File: config.mk
export PLATFORM = sky130hd
export DESIGN_NAME = icache_direct
export DESIGN_NICKNAME = d
export VERILOG_FILES = /design/src/rtl/icache_direct.sv
export SDC_FILE = /design/constraint.sdc
export NUM_CORES = 2
export LEC_CHECK = 0
export ABC_AREA = 1
export BUFFER_PORTS_ARGS = -buffer_cell sky130_fd_sc_hd__buf_2
export CORE_MARGIN = 4
export CORE_UTILIZATION = 41
export DETAILED_ROUTE_END_ITERATION = 7
export PLACE_DENSITY_LB_ADDON = 0.12
export SLEW_MARGIN = 15
export SYNTH_ARGS = -nofsm -noshare
export SYNTH_HDL_FRONTEND = slang
export SYNTH_SLANG_ARGS = --single-unit
export TNS_END_PERCENT = 1
File: constraint.sdc
create_clock -name clk -period 14.1 [get_ports clk]
set_clock_uncertainty 0.2 [all_clocks]
set_input_delay 2.115 -clock clk [delete_from_list [all_inputs] [get_ports clk]]
set_output_delay 2.115 -clock clk [all_outputs]
set_load 0.01 [all_outputs]
File: src/rtl/icache_direct.sv
// Direct-mapped read-only instruction cache with flop-based storage.
// Hits return combinationally; misses stall the PC and refill one line word by word.
module icache_direct #(
  parameter int unsigned WIDTH      = 32,
  parameter int unsigned SETS       = 16,
  parameter int unsigned LINE_WORDS = 4
) (
  input  logic             clk,
  input  logic             rst,
  input  logic [WIDTH-1:0] addr,
  input  logic             flush,
  output logic [WIDTH-1:0] instr,
  output logic             hit,
  output logic             stall,
  output logic             mem_req,
  output logic [WIDTH-1:0] mem_addr,
  input  logic             mem_valid,
  input  logic [WIDTH-1:0] mem_rdata
);

  localparam int unsigned OFF_W = $clog2(LINE_WORDS);
  localparam int unsigned IDX_W = $clog2(SETS);
  localparam int unsigned TAG_W = WIDTH - IDX_W - OFF_W - 2;
  localparam logic [WIDTH-1:0] NOP = WIDTH'(32'h0000_0013);
  localparam logic [OFF_W-1:0] LAST_BEAT = OFF_W'(LINE_WORDS - 1);

  typedef enum logic {IDLE, REFILL} state_e;

  state_e                  state_q;
  logic [SETS-1:0]         valid_q;
  logic [TAG_W-1:0]        tag_q  [SETS];
  logic [WIDTH-1:0]        data_q [SETS][LINE_WORDS];
  logic [TAG_W-1:0]        rtag_q;
  logic [IDX_W-1:0]        ridx_q;
  logic [OFF_W-1:0]        beat_q;

  logic [TAG_W-1:0] a_tag;
  logic [IDX_W-1:0] a_idx;
  logic [OFF_W-1:0] a_off;
  logic             lookup_hit;
  logic             beat_fire;
  logic             unused_byte_bits;

  assign a_tag = addr[WIDTH-1 -: TAG_W];
  assign a_idx = addr[2+OFF_W +: IDX_W];
  assign a_off = addr[2 +: OFF_W];
  assign unused_byte_bits = ^addr[1:0];

  // Flush and reset both mask the lookup; reset additionally releases stall.
  assign lookup_hit = (state_q == IDLE) && valid_q[a_idx] && (tag_q[a_idx] == a_tag)
                      && !flush && !rst;
  assign beat_fire  = (state_q == REFILL) && mem_valid && !flush && !rst;

  assign hit      = lookup_hit;
  assign stall    = !rst && !lookup_hit;
  assign instr    = lookup_hit ? data_q[a_idx][a_off] : NOP;
  assign mem_req  = (state_q == REFILL) && !rst;
  assign mem_addr = mem_req ? {rtag_q, ridx_q, beat_q, 2'b00} : '0;

  // Control state: FSM, valid bits, latched refill line and beat counter.
  always_ff @(posedge clk) begin
    if (rst) begin
      state_q <= IDLE;
      valid_q <= '0;
      beat_q  <= '0;
    end else if (flush) begin
      state_q <= IDLE;
      valid_q <= '0;
    end else begin
      case (state_q)
        IDLE: begin
          if (!lookup_hit) begin
            state_q <= REFILL;
            rtag_q  <= a_tag;
            ridx_q  <= a_idx;
            beat_q  <= '0;
          end
        end
        REFILL: begin
          if (mem_valid) begin
            beat_q <= beat_q + OFF_W'(1);
            if (beat_q == LAST_BEAT) begin
              valid_q[ridx_q] <= 1'b1;
              state_q         <= IDLE;
            end
          end
        end
      endcase
    end
  end

  // Tag and data arrays are never reset; only the valid bits gate them.
  always_ff @(posedge clk) begin
    if (beat_fire) begin
      data_q[ridx_q][beat_q] <= mem_rdata;
      if (beat_q == LAST_BEAT) begin
        tag_q[ridx_q] <= rtag_q;
      end
    end
  end

endmodule
==> impl_metrics.env <==
export IMPL_status="finished, final reports clean"
export IMPL_num_rows=179
export IMPL_period_share_pct=67.8
export IMPL_synthSimpleGateAreaFrac_pct=10.3
export IMPL_yosysMostFrequentCell="edfxtp_1"
export IMPL_startpoint_type="primary input"
export IMPL_regToRegSetupSlack_ns=10.07
export IMPL_dpl_hpwl_microns=142000
export IMPL_yosys_area_share_adder_pct=0.0508
export IMPL_core_area_sq_mm=0.239
export IMPL_cap_violations=0
export IMPL_synth_main_ff_cell="edfxtp_1"
export IMPL_max_freq_mhz=105
export IMPL_grt_pass1_vias=60800
export IMPL_dpl_instance_area_sq_mm=0.103
export IMPL_crit_path_max_fanout=174
export IMPL_pin_count=135
export IMPL_ctsResizeCount=0
export IMPL_synth_edf_count=2460
export IMPL_synthTopCellsByArea="edfxtp_1 75%, nand2_1 5.8%, o21ai_0 2.8%"
export IMPL_layout_nets=7597
export IMPL_irDropWorstVdd_mv=0.113
export IMPL_post_cts_buffers=0
export IMPL_synth_seq_cells=2479
export IMPL_fillCellCount=21200
export IMPL_async_reset_ff_share_pct=0
export IMPL_antenna_found_initial=14
export IMPL_finalHoldViolations=0
export IMPL_synth_top_family_by_area="compound AO/OA/AOI/OAI gates"
export IMPL_final_max_slew_viol_count=0
export IMPL_hold_class="reg -> reg"
export IMPL_fin_hold_ws_ns=0.262
export IMPL_grtUsageTotal_pct=23.2
export IMPL_drive_gt1_share_pct=9.42
export IMPL_overflow=0
export IMPL_highest_layer="met5"
export IMPL_yosys_warnings=0
export IMPL_fin_area_sq_mm=0.111
export IMPL_ctsHoldBuffers=0
export IMPL_pwr_density_cell_mw_per_mm2=142
export IMPL_io_buffers=130
export IMPL_cts_root_buffer="clkbuf_16"
export IMPL_fin_util_pct=46.6
export IMPL_leakagePower_uw=0.0369
export IMPL_yosys_area_share_xor_xnor_pct=0
export IMPL_cts_max_path_buffers=4
export IMPL_avgViaCountPerCell=5.77
export IMPL_layout_min_cycle_time_ns=9.56
export IMPL_cts_tree="built"
export IMPL_h_tree_depth=5
export IMPL_synth_commonest_cells="2460 x edfxtp_1, 1515 x nand2_1, 652 x nor2_1"
export IMPL_drtIter0Drc=6376
export IMPL_synthCells=7504
export IMPL_wl_microns=296000
export IMPL_setup_viol=0
export IMPL_grt_max_degree=188
export IMPL_wl_met3_microns=19000
export IMPL_synth_area_leader_cell="edfxtp_1"
export IMPL_wl_per_cell_microns=27.2
export IMPL_rsz0062_at_grt="no"
export IMPL_fin_tns_setup_ns=0
export IMPL_initial_core_util_pct=41.3
export IMPL_die_x_microns=498
export IMPL_vias=62800
export IMPL_path_class="in -> out"
export IMPL_synth_top_area_share_pct=74.9
export IMPL_synth_cell_types=40
export IMPL_cts_sinks=2479
export IMPL_worst_pin_slew_ns=1.28
export IMPL_synth_compound_area_share_pct=11.2
export IMPL_first_pass_iters=6
export IMPL_arrival_ns=7.24
export IMPL_synthToLayoutAreaGrowth_pct=12.7
export IMPL_clk_pin_slew_ns=0.06
export IMPL_yosysSeqAreaShare_pct=75.3
export IMPL_dr_wl_met2_microns=137000
export IMPL_antenna_left=0
export IMPL_crit_required_ns=11.78
export IMPL_die_y_microns=498
export IMPL_finalWorstSetupSlack_ns=4.54
export IMPL_relSlewSlack_pct=13.8
export IMPL_grt_pass1_wl_microns=428000
export IMPL_syn_area_sq_mm=0.0986
export IMPL_wl_met1_microns=133000
export IMPL_drc=0
export IMPL_place_ws_ns=4.42
export IMPL_cts_buffers=283
export IMPL_synthMuxAreaShare_pct=0
export IMPL_die_area_sq_mm=0.248
export IMPL_clock_latency_ns=0.93
export IMPL_routabilityCongestion=0.746
export IMPL_worst_setup_path_end_kind="output pin"
export IMPL_syn_area_per_cell_sq_um=13.1
## cell families after synthesis
group / after synthesis
AOI/OAI and AO/OA: 1712
adders and majority gates: 4
buffers and inverters: 737
DFF: 2479
other: 1
and+or+nand+nor: 2571
## sequential cells by signal, indices dropped and copies added (netlist names)
register and flops:
data_q 2048, tag_q 384, rtag_q 24, valid_q 16, ridx_q 4, beat_q 2, state_q 1
## per-stage QoR
stage | std cells | total power [uW]
4_1_cts | 10900 | 15900
5_1_grt | 10900 | 16300
3_5_place_dp | 10400 | 9100
6_report | 10900 | 15800
2_1_floorplan | 7505 | 8730
3_3_place_gp | 10400 | 9090
## final cells by class
class / count / area, sq um / area share [%]
well taps: 3167 / 3960 / 3.57
repair buffers: 278 / 1970 / 1.78
clock buffers: 345 / 7450 / 6.70
clock inverters: 123 / 945 / 0.850
diodes: 3 / 7.51 / 0.00675
multi-input cells: 4289 / 21800 / 19.6
inverters: 194 / 787 / 0.708
flip-flops and latches: 2479 / 74300 / 66.8
## cell usage in the layout, fill, tap and decap left out, types with 11 or more instances in the layout
cell / n
edfxtp_1: 2460
nand2_1: 1511
nor2_1: 588
o21ai_0: 549
a21oi_1: 476
nand3_1: 374
clkbuf_16: 288
inv_1: 188
o221ai_1: 174
buf_4: 151
a221oi_1: 145
buf_2: 112
o211ai_1: 111
a32o_1: 101
o22ai_1: 68
nor2_4: 64
clkinv_1: 57
clkbuf_1: 54
clkinv_2: 42
o311ai_0: 32
a221o_1: 29
dfxtp_1: 19
a311o_1: 15
bufinv_16: 14
nor2_2: 11
buf_12: 11
## power breakdown
part	internal (uW)	switching (uW)	total, uW
Sequential	8100	11.6	8110
Combinational	205	628	833
Clock	3990	2830	6820
Total	12300	3470	15800
## worst paths after layout
check	start	endpoint	depth (start not counted)
worst min-delay path	valid_q[10]$_SDFFE_PP0P_	valid_q[10]$_SDFFE_PP0P_	2
worst max-delay path	addr[4]	instr[0]	13
worst max register to register	state_q$_SDFF_PP0_	data_q[5][30]$_DFFE_PP_	6
worst min register to register	valid_q[10]$_SDFFE_PP0P_	valid_q[10]$_SDFFE_PP0P_	2
## layer usage
layer / up-vias / GRT usage (%)
met5: - / 0
met4: 12 / 5.92
met3: 437 / 3.67
met2: 2193 / 37.0
met1: 32200 / 33.5
li1: 27900 / -
## worst max-delay path, cell delays in order
cell     delay [ns]
buf_8          0.46
buf_4          0.88
buf_4          0.68
buf_12         0.70
o21ai_0        0.21
o22ai_1        0.20
o21ai_0        0.10
o22ai_1        0.49
nor2_1         0.08
o32ai_1        0.80
inv_1          0.09
nand2_1        0.10
buf_2          0.12
Power figures use the tool's default switching activity.
